File: src/rtl/eq_pkg.sv
`default_nettype none
// ============================================================================
// eq_pkg : widths, slot bounds and sample type shared by the codec interface
// Rev 1.0
// ============================================================================
package eq_pkg;
  localparam int CNT_W      = 10;
  localparam int SAMPLE_W   = 16;
  localparam int FIRST_SLOT = 1;
  localparam int LAST_SLOT  = 16;
  localparam int SLOT_W     = 5;
  localparam int POS_W      = CNT_W - 4;

  typedef logic signed [SAMPLE_W-1:0] sample_t;

  function automatic logic slot_active(input logic [SLOT_W-1:0] slot);
    return (slot >= SLOT_W'(FIRST_SLOT)) && (slot <= SLOT_W'(LAST_SLOT));
  endfunction

  // Slot 1 carries bit 15 (MSB), slot 16 carries bit 0.
  function automatic logic [3:0] slot_bit(input logic [SLOT_W-1:0] slot);
    return 4'(SLOT_W'(LAST_SLOT) - slot);
  endfunction
endpackage
`default_nettype wire

File: src/rtl/codec_intf_if.sv
`default_nettype none
// ============================================================================
// codec_intf_if : sample and serial codec bus of codec_intf
// Rev 1.0
// ============================================================================
interface codec_intf_if;
  import eq_pkg::*;

  sample_t lft_out;
  sample_t rht_out;
  sample_t lft_in;
  sample_t rht_in;
  logic    SDout;
  logic    MCLK;
  logic    SCLK;
  logic    LRCLK;
  logic    SDin;
  logic    RSTn;
  logic    valid;

  modport master (
    input  lft_out, rht_out, SDout,
    output MCLK, SCLK, LRCLK, SDin, RSTn, lft_in, rht_in, valid
  );

  modport slave (
    output lft_out, rht_out, SDout,
    input  MCLK, SCLK, LRCLK, SDin, RSTn, lft_in, rht_in, valid
  );
endinterface
`default_nettype wire

File: src/rtl/codec_clk_gen.sv
`default_nettype none
// ============================================================================
// codec_clk_gen : free-running frame counter, codec clocks and bit strobes
// Rev 1.0
// ============================================================================
module codec_clk_gen
  import eq_pkg::*;
(
  input  logic             clk,
  input  logic             rst_n,
  output logic [POS_W-1:0] pos,
  output logic             MCLK,
  output logic             SCLK,
  output logic             LRCLK,
  output logic             sclk_rise,
  output logic             sclk_fall,
  output logic             frame_end
);

  logic [CNT_W-1:0] cnt_q;
  logic [CNT_W-1:0] cnt_d;

  always_comb begin
    cnt_d = cnt_q + CNT_W'(1);
  end

  always_ff @(posedge clk) begin
    if (!rst_n) begin
      cnt_q <= '0;
    end else begin
      cnt_q <= cnt_d;
    end
  end

  // pos = {channel, slot}; strobes flag the edge on which cnt leaves the value.
  assign pos       = cnt_q[CNT_W-1:4];
  assign MCLK      = cnt_q[1];
  assign SCLK      = cnt_q[3];
  assign LRCLK     = cnt_q[CNT_W-1];
  assign sclk_rise = (cnt_q[3:0] == 4'b0111);
  assign sclk_fall = (cnt_q[3:0] == 4'b1111);
  assign frame_end = &cnt_q;

endmodule
`default_nettype wire

File: src/rtl/codec_intf.sv
`default_nettype none
// ============================================================================
// codec_intf : I2S-style serial link to a stereo codec, 16-bit samples
// Option macro CODEC_LOOPBACK_EN : transmit the just-received samples
// Rev 1.0
// ============================================================================
module codec_intf
  import eq_pkg::*;
(
  input  logic         clk,
  input  logic         rst_n,
  codec_intf_if.master bus
);

  logic [POS_W-1:0] pos;
  logic [POS_W-1:0] tx_pos;
  logic             sclk_rise;
  logic             sclk_fall;
  logic             frame_end;
  logic             mclk;
  logic             sclk;
  logic             lrclk;

  codec_clk_gen u_clk_gen (
    .clk       (clk),
    .rst_n     (rst_n),
    .pos       (pos),
    .MCLK      (mclk),
    .SCLK      (sclk),
    .LRCLK     (lrclk),
    .sclk_rise (sclk_rise),
    .sclk_fall (sclk_fall),
    .frame_end (frame_end)
  );

  sample_t lft_sr_q,  lft_sr_d;
  sample_t rht_sr_q,  rht_sr_d;
  sample_t lft_in_q,  lft_in_d;
  sample_t rht_in_q,  rht_in_d;
  sample_t lft_buf_q, lft_buf_d;
  sample_t rht_buf_q, rht_buf_d;
  logic    sdin_q,    sdin_d;
  logic    valid_q,   valid_d;
  logic    rstn_q,    rstn_d;

  // SDin changes on the SCLK fall that opens the next slot.
  assign tx_pos = pos + POS_W'(1);

  always_comb begin
    lft_sr_d  = lft_sr_q;
    rht_sr_d  = rht_sr_q;
    lft_in_d  = lft_in_q;
    rht_in_d  = rht_in_q;
    lft_buf_d = lft_buf_q;
    rht_buf_d = rht_buf_q;
    sdin_d    = sdin_q;
    valid_d   = frame_end;
    rstn_d    = 1'b1;

    if (sclk_rise && slot_active(pos[SLOT_W-1:0])) begin
      if (pos[POS_W-1]) begin
        rht_sr_d = {rht_sr_q[SAMPLE_W-2:0], bus.SDout};
      end else begin
        lft_sr_d = {lft_sr_q[SAMPLE_W-2:0], bus.SDout};
      end
    end

    if (sclk_fall) begin
      sdin_d = 1'b0;
      if (slot_active(tx_pos[SLOT_W-1:0])) begin
        sdin_d = tx_pos[POS_W-1] ? rht_buf_q[slot_bit(tx_pos[SLOT_W-1:0])]
                                 : lft_buf_q[slot_bit(tx_pos[SLOT_W-1:0])];
      end
    end

    if (frame_end) begin
      lft_in_d = lft_sr_q;
      rht_in_d = rht_sr_q;
`ifdef CODEC_LOOPBACK_EN
      lft_buf_d = lft_sr_q;
      rht_buf_d = rht_sr_q;
`else
      lft_buf_d = bus.lft_out;
      rht_buf_d = bus.rht_out;
`endif
    end
  end

  always_ff @(posedge clk) begin
    if (!rst_n) begin
      lft_sr_q  <= '0;
      rht_sr_q  <= '0;
      lft_in_q  <= '0;
      rht_in_q  <= '0;
      lft_buf_q <= '0;
      rht_buf_q <= '0;
      sdin_q    <= 1'b0;
      valid_q   <= 1'b0;
      rstn_q    <= 1'b0;
    end else begin
      lft_sr_q  <= lft_sr_d;
      rht_sr_q  <= rht_sr_d;
      lft_in_q  <= lft_in_d;
      rht_in_q  <= rht_in_d;
      lft_buf_q <= lft_buf_d;
      rht_buf_q <= rht_buf_d;
      sdin_q    <= sdin_d;
      valid_q   <= valid_d;
      rstn_q    <= rstn_d;
    end
  end

  assign bus.MCLK   = mclk;
  assign bus.SCLK   = sclk;
  assign bus.LRCLK  = lrclk;
  assign bus.SDin   = sdin_q;
  assign bus.RSTn   = rstn_q;
  assign bus.lft_in = lft_in_q;
  assign bus.rht_in = rht_in_q;
  assign bus.valid  = valid_q;

endmodule
`default_nettype wire

File: src/flat_wrapper.sv
// flat-port wrapper written by rule: the top's interface ports become plain ports
module codec_intf_flat import eq_pkg::*;
  (clk, rst_n, bus_lft_out, bus_rht_out, bus_SDout, bus_MCLK, bus_SCLK, bus_LRCLK, bus_SDin, bus_RSTn, bus_lft_in, bus_rht_in, bus_valid);
  codec_intf_if bus_i ();
  input  logic clk;
  input  logic rst_n;
  input wire logic [$bits(bus_i.lft_out)-1:0] bus_lft_out;
  input wire logic [$bits(bus_i.rht_out)-1:0] bus_rht_out;
  input wire logic [$bits(bus_i.SDout)-1:0] bus_SDout;
  output wire logic [$bits(bus_i.MCLK)-1:0] bus_MCLK;
  output wire logic [$bits(bus_i.SCLK)-1:0] bus_SCLK;
  output wire logic [$bits(bus_i.LRCLK)-1:0] bus_LRCLK;
  output wire logic [$bits(bus_i.SDin)-1:0] bus_SDin;
  output wire logic [$bits(bus_i.RSTn)-1:0] bus_RSTn;
  output wire logic [$bits(bus_i.lft_in)-1:0] bus_lft_in;
  output wire logic [$bits(bus_i.rht_in)-1:0] bus_rht_in;
  output wire logic [$bits(bus_i.valid)-1:0] bus_valid;
  assign bus_i.lft_out = bus_lft_out;
  assign bus_i.rht_out = bus_rht_out;
  assign bus_i.SDout = bus_SDout;
  assign bus_MCLK = bus_i.MCLK;
  assign bus_SCLK = bus_i.SCLK;
  assign bus_LRCLK = bus_i.LRCLK;
  assign bus_SDin = bus_i.SDin;
  assign bus_RSTn = bus_i.RSTn;
  assign bus_lft_in = bus_i.lft_in;
  assign bus_rht_in = bus_i.rht_in;
  assign bus_valid = bus_i.valid;
  codec_intf u_core (.clk(clk), .rst_n(rst_n), .bus(bus_i));
endmodule
File: config.mk
export PLATFORM = sky130hd
export DESIGN_NAME = codec_intf_flat
export DESIGN_NICKNAME = d
export VERILOG_FILES = /design/src/rtl/eq_pkg.sv /design/src/rtl/codec_intf_if.sv /design/src/rtl/codec_clk_gen.sv /design/src/rtl/codec_intf.sv /design/src/flat_wrapper.sv
export SDC_FILE = /design/constraint.sdc
export NUM_CORES = 1
export LEC_CHECK = 0
export ABC_AREA = 1
export CAP_MARGIN = 20
export CORE_MARGIN = 2
export CORE_UTILIZATION = 43
export CTS_BUF_LIST = sky130_fd_sc_hd__clkbuf_4
export DETAILED_ROUTE_END_ITERATION = 10
export GPL_TIMING_DRIVEN = 0
export PLACE_DENSITY = 0.67
export SKIP_CTS_REPAIR_TIMING = 1
export SYNTH_ARGS = -nofsm -noshare
export SYNTH_HDL_FRONTEND = slang
export SYNTH_SLANG_ARGS = --single-unit
File: constraint.sdc
create_clock -name clk -period 4 [get_ports clk]
set_input_delay 0.8 -clock clk [delete_from_list [all_inputs] [get_ports clk]]
set_output_delay 0.8 -clock clk [all_outputs]
set_load 0.02 [all_outputs]
==> impl_results.md, run 1 <==
- Critical Path RT: roughly 3200 ps
- Static Leak: around 0.0023 uW
- Area Growth Syn to Fin: 23.4%
- Die width: ~110 um
- Core Footprint: just over 0.01 mm2
- Clock transition at path regs: around 170 ps
- Via count: between 3000 and 4000
- Synth Flop Type: dfxtp_1
- Filler instances: 1033
- Drt first pass iters: 4
- Clock share of power: between 30% and 40%
- Final core utilization: a little over half
- Sequential share of power: 62.3%
- Largest cells by area after synthesis: dfxtp_1 49%, nor2_1 15%, o21ai_0 7.1%, nand2_1 6.3%, o21ai_1 4.6%
- P_sw: approximately 420 uW
- Drt wl/cell: around 13 um
- Cell taking the most area after synthesis: dfxtp_1
- Post-synthesis mux area share: 0%
- Crit path kind: flip-flop to primary output
- Largest net degree at the start of global routing: 20
- Critical path arrival: between 1500 and 2000 ps
- Final Setup Violations: 0
- Initial drt markers: roughly 150
- Compound-Gate Fraction of Synth Area: between 15 and 20%
- Avg Cell Area, Syn: between 7 and 8 um2
- First-pass GRT wire length: between 15000 and 20000 um
- Crit path launch type: flip-flop
- Worst vdd ir: about 0.00019 V
- Fin. Hold Viols: 0
- Worst slew pin tran: ~530 ps
- CTS tree: done
- Pins Over Slew Limit: 0
- Post-route antenna net violation count: 0
- Yosys reg bits: approximately 110
- Max incr delay on CP: around 670 ps
- H-tree depth: 3
- Synth Warn #: 0
- Status: complete, no violations
- Min cycle time layout: about 2500 ps
- Port Buf Inserts: 72
- Die H: 106 um
- Worst setup EP type: primary output
- Max frequency: about 400 MHz
- Layout cells sized above 1: between 8 and 9%
- Worst Hold Class: flip-flop to flip-flop
- # Max-Cap Violations: 0
- Syn nets: roughly 640
- Final period utilization: between 60 and 70%
- Setup TNS: 0 ps
- Ys async rst share: 0%
- Total Wirelength: about 10000 um
- Clock latency on the worst-skew pair: around 460 ps
- RSZ-0062 raised after global routing: no
- PwrDens: around 320 mW/mm2
- Clock skew: between 10 and 15 ps
- Root Driver: clkbuf_4
- Worst Path Max Fanout: 5
- Total Routing Usage GR: between 10% and 20%
- Post-Synth XOR/XNOR Area: less than 1%
- Cells along the critical path: clkdlybuf4s50_1
- I/O Pins: between 70 and 80
- Slew margin rel.: approximately 64%
- P_int: 1330 uW
- Total power: around 1800 uW
- Largest family of logic cells by synthesized area: simple AND/OR/NAND/NOR gates
- Yosys cell types: 25
- Slowest library cell on the worst path: clkdlybuf4s50_1
- DP HPWL: approximately 7500 um
- GP Congestion: around 0.86
- Initial antenna violation count: 0
- GRT Residual Overflow: 0
- Synth Area in Simple Gates: between 20% and 30%
- Vias per cell: roughly 4.8
- Sequential-to-total area share from yosys stat: roughly half
- Sw Ratio: 23.9%
- Critical path buffers and inverters: 1
- CP delay by family, top: buffers and inverters
- Die ar.: around 0.011 mm2
- Cell count after synthesis: between 500 and 600
- Area fraction of the dominant cell type after synthesis: around half
- Ant. Diodes: 0
- Row count: 37
- CTS sink cnt: 109
- Comb pwr share: 4.7%
- Most common cell in the netlist: nor2_1
- Cell area after synthesis: roughly 0.0044 mm2
- Top cells by count, synth: 173 x nor2_1, 109 x dfxtp_1, 75 x nand2_1
- Vias in the first global route: roughly 3800
- Nets: 720
- Post-synth EDFFs: 0
- Final routed DRC violation total: 0
- CTS Buf Count: 9
- Clk buf depth: 2
- Starting Density: roughly 44%
- Adder-cell area share of the yosys netlist: under 10%
## metal layers
layer | track usage, % | vias to the layer above | wire length (um)
li1 | - | 2075 | -
met1 | 24.5 | 1790 | 4820
met2 | 32.5 | 95 | 4810
met3 | 4.08 | 12 | 574
met4 | 5.08 | 0 | 117
met5 | 0 | - | 0
## state kept, by name (all words and copies together), names as in the netlist
signal	cells
u_core.lft_sr_q	16
u_core.rht_sr_q	16
u_core.bus.valid	1
u_core.rht_buf_q	16
u_core.bus.SDin	1
u_core.lft_buf_q	16
u_core.u_clk_gen.cnt_q	10
u_core.bus.RSTn	1
u_core.bus.rht_in	16
u_core.bus.lft_in	16
## worst paths after layout
path / startpoint / end / slack [ps] / depth (start not counted)
worst min-delay path: u_core.lft_buf_q[2] / u_core.lft_buf_q[2] / 460 / 2
worst max-delay path: u_core.u_clk_gen.cnt_q[9] / bus_LRCLK / 1500 / 1
worst max register to register: u_core.u_clk_gen.cnt_q[4] / u_core.bus.SDin / 1740 / 15
worst min register to register: u_core.lft_buf_q[2] / u_core.lft_buf_q[2] / 460 / 2
## power groups by stage
stage / logic [uW] / registers [uW] / clock network [uW]
global placement: 80.8 / 1110 / 0
global route: 90.5 / 1090 / 635
floorplan: 29.6 / 1120 / 0
CTS: 82.7 / 1090 / 593
detailed placement: 81.6 / 1110 / 0
finish: 82.2 / 1090 / 578
## per-stage QoR
stage,hold WS (ps),area (um2),std cells,setup slack [ps]
2_1_floorplan,417,4450,597,2090
3_3_place_gp,432,5340,805,1330
3_5_place_dp,444,5340,805,1310
4_1_cts,466,5490,821,1470
5_1_grt,476,5490,821,1420
6_report,464,5490,821,1500
## cell usage in the layout (no fill, tap or decap), types with 3 or more instances in the layout
master | synthesis | final
clkdlybuf4s50_1 | 0 | 72
o22ai_1 | 4 | 4
clkbuf_1 | 12 | 12
clkinv_4 | 0 | 3
inv_2 | 6 | 6
nand2_2 | 3 | 3
nand3_2 | 3 | 3
nor2_1 | 173 | 173
inv_1 | 32 | 32
a21oi_1 | 27 | 27
buf_6 | 8 | 8
dfxtp_1 | 109 | 109
ha_1 | 5 | 5
clkbuf_4 | 0 | 9
nand4_1 | 3 | 3
buf_4 | 11 | 11
nand2_1 | 75 | 75
o21ai_0 | 63 | 63
o21ai_1 | 41 | 41
nor2_4 | 5 | 5
nand3_1 | 8 | 8
## area by class of cell
class,instances,area (um2),area share (%)
Sequential cell,109,2180,39.8
Inverter,39,149,2.71
Clock buffer,9,67.6,1.23
Clock inverter,7,81.3,1.48
Timing Repair Buffer,72,721,13.1
Buffer,33,226,4.13
Tap cell,136,170,3.10
Multi-Input combinational cell,416,1890,34.5
## cells by family (layout without fill, tap and decap cells)
group,count (synthesis),after routing
and+or+nand+nor,273,273
AOI/OAI and AO/OA,135,135
DFF,109,109
buffers and inverters,72,160
adders and majority gates,5,5
xor gates and xnor gates,3,3
## worst register-to-register path, stage by stage (launching register included)
cell	delay [ps]
dfxtp_1	410
buf_4	200
inv_4	70
buf_6	150
ha_1	300
buf_4	190
inv_2	90
nand2_1	130
o21ai_0	180
nor2_1	60
nand2_1	50
nand2_1	60
nand2_1	60
nand3_1	60
nand3_1	90
a21oi_1	60
(Power assumes the default switching activity.)
==> inputs of run 2 (changes only) <==
--- a/config.mk
+++ b/config.mk
@@ -12,7 +12,7 @@
 export CTS_BUF_LIST = sky130_fd_sc_hd__clkbuf_4
 export DETAILED_ROUTE_END_ITERATION = 10
 export GPL_TIMING_DRIVEN = 0
-export PLACE_DENSITY = 0.67
+export PLACE_DENSITY = 0.69
 export SKIP_CTS_REPAIR_TIMING = 1
 export SYNTH_ARGS = -nofsm -noshare
 export SYNTH_HDL_FRONTEND = slang
==> constraint.sdc (replaced) <==
create_clock -name clk -period 2 [get_ports clk]
set_input_delay 0.4 -clock clk [delete_from_list [all_inputs] [get_ports clk]]
set_output_delay 0.4 -clock clk [all_outputs]
set_load 0.02 [all_outputs]
==> impl_results.md, run 2 (same netlist as run 1, synthesis figures left out) <==
- Largest net degree at the start of global routing: 20 (unchanged)
- Crit path kind: flip-flop to flip-flop
- Crit path launch type: flip-flop
- Die width: 106 um (unchanged)
- P_sw: 840 uW (+100%)
- Clock latency on the worst-skew pair: 470 ps (about the same)
- Critical Path RT: 2400 ps (-800 ps)
- Critical path arrival: 2440 ps (+740 ps)
- Worst vdd ir: 0.000331 V (+77%)
- CTS Buf Count: 9 (unchanged)
- P_int: 2670 uW (+100%)
- Row count: 37 (unchanged)
- Clock share of power: 33.1% (about the same)
- Area Growth Syn to Fin: 28.5%
- Clock skew: 20.2 ps (+9.04 ps)
- Commonest non-fill, non-tap cells in the layout: 173 x nor2_1, 106 x dfxtp_1, 71 x clkdlybuf4s50_1
- Status: finished with violations
- Final WS setup: -38.8 ps (-1540 ps)
- PwrDens: 614 mW/mm2 (+92%)
- Port Buf Inserts: 72 (unchanged)
- Worst slew pin tran: 546 ps (+10.9 ps)
- Worst setup EP type: flip-flop
- Min cycle time layout: 2040 ps
- Starting Density: 43.7% (unchanged)
- Sw Ratio: 23.9% (+0.092 points)
- Comb pwr share: 4.7% (about the same)
- Final Setup Violations: 1 (+1)
- Via count: 4018 (+1.2%)
- H-tree depth: 3 (unchanged)
- Core Footprint: 0.0102 mm2 (unchanged)
- GRT Residual Overflow: 0 (unchanged)
- Total Routing Usage GR: 19.2% (+0.14 points)
- GRT met1 Usage: 25.7% (+1.3 points)
- Root Driver: clkbuf_4
- Failing checks: negative setup slack
- # Max-Cap Violations: 0 (unchanged)
- Sequential share of power: 62.2% (about the same)
- Layout cells sized above 1: 11.8% (+3.7 points)
- Total power: 3510 uW (+100%)
- I/O Pins: 73 (unchanged)
- Max frequency: just under 500 MHz
- Clk buf depth: 2 (unchanged)
- Total Wirelength: 10500 um (+1.7%)
- DP HPWL: 7370 um (-1.3%)
- Worst Hold Class: flip-flop to flip-flop
- Fin. Hold Viols: 0 (unchanged)
- Commonest non-fill, non-tap cell in the layout: nor2_1
- Slew margin rel.: 63.6% (-0.72 points)
- Drt wl/cell: 12.6 um (+0.19%)
- Vias per cell: 4.82 (-0.30%)
- Drt first pass iters: 4 (unchanged)
- CTS sink cnt: 109 (unchanged)
- Nets: 732 (+1.7%)
- GR Util met2: 31.7% (-0.88 points)
- Clock transition at path regs: 160 ps (about the same)
- CP most frequent cell: nand2_2
- Die ar.: 0.0112 mm2 (unchanged)
- Pins Over Slew Limit: 0 (unchanged)
- Initial drt markers: 192 (+32%)
- Die H: 106 um (unchanged)
- GP Congestion: 0.886 (+3.0%)
- Post-route antenna net violation count: 0 (unchanged)
- Max incr delay on CP: 380 ps (-290 ps)
- Vias in the first global route: 3845 (+2.5%)
- Cells along the critical path: buf_6, clkinv_8, buf_8, ha_4, buf_12, nor2_4, nand3_2, inv_1, nand2_1, nand2_2, inv_2, nand2_1, nand2_2, nand2_2, nand3_2, a21oi_2
- Static Leak: 0.00238 uW (+4.7%)
- Inst Count DP: 805 (unchanged)
- CTS tree: done
- Filler instances: 975 (-5.6%)
- RSZ-0062 raised after global routing: yes
- Final routed DRC violation total: 0 (unchanged)
- Met3 GRT Util: 3.59% (-0.49 points)
- First-pass GRT wire length: 17600 um (+2.1%)
- Slowest library cell on the worst path: dfxtp_2
- Ant. Diodes: 0 (unchanged)
- Worst Path Max Fanout: 7 (+2)
- Non-filler cells, final: 833 (+1.5%)
- Final period utilization: 102%
- GRT Max-Usage Layer: met2
- Initial antenna violation count: 0 (unchanged)
[run 2: path summary, 6_finish.rpt]
check / start / endpoint / slack [ps] / depth (start not counted)
hold / removal: u_core.rht_buf_q[8] / u_core.rht_buf_q[8] / 460 / 2
setup / recovery: u_core.u_clk_gen.cnt_q[4] / u_core.bus.SDin / -40 / 16
setup reg to reg: u_core.u_clk_gen.cnt_q[4] / u_core.bus.SDin / -40 / 16
hold reg to reg: u_core.rht_buf_q[8] / u_core.rht_buf_q[8] / 460 / 2
[run 2: area by class of cell]
type | count | area [um2] | area share [%]
Inverter | 39 | 164 | 2.87
Tap cell | 136 | 170 | 2.98
Clock inverter | 7 | 80.1 | 1.40
Timing Repair Buffer | 84 | 821 | 14.4
Clock buffer | 9 | 67.6 | 1.18
Buffer | 33 | 246 | 4.31
Sequential cell | 109 | 2190 | 38.2
Multi-Input combinational cell | 416 | 1980 | 34.7
[run 2: worst max-delay path: cells and delay by family, from the launching register on]
| kind | cells | cell delay, ps |
|---|---|---|
| buffers and inverters | 6 | 600 |
| adder cells (fa/ha/maj) | 1 | 220 |
| AND/OR/NAND/NOR | 8 | 670 |
| AO/OA/AOI/OAI | 1 | 130 |
| flip-flops | 1 | 380 |
[run 2: power by group through the flow]
stage               Clock (uW)  Combinational, uW  Sequential [uW]
floorplan                    0               59.3             2230
global route              1290                180             2190
global placement             0                161             2230
finish                    1160                164             2180
CTS                       1180                164             2180
detailed placement           0                162             2230
[run 2: metrics by stage]
step                      setup TNS, ps  hold WS (ps)  cell area (um2)  utilization (%)  setup slack [ps]
after floorplan                       0           417             4450                -              88.7
after global placement           -11230           433             5340             52.4              -256
after detailed placement         -11410           445             5340             52.4              -270
after CTS                          -358           465             5490             53.9              -241
after global routing               -173           483             5720             56.1              -173
final                             -38.8           464             5720             56.1             -38.8
[run 2: routing by layer]
layer	vias up	part of all wire, %
li1	2098	-
met1	1840	49
met2	71	45
met3	9	5.0
met4	0	0.87
met5	-	0
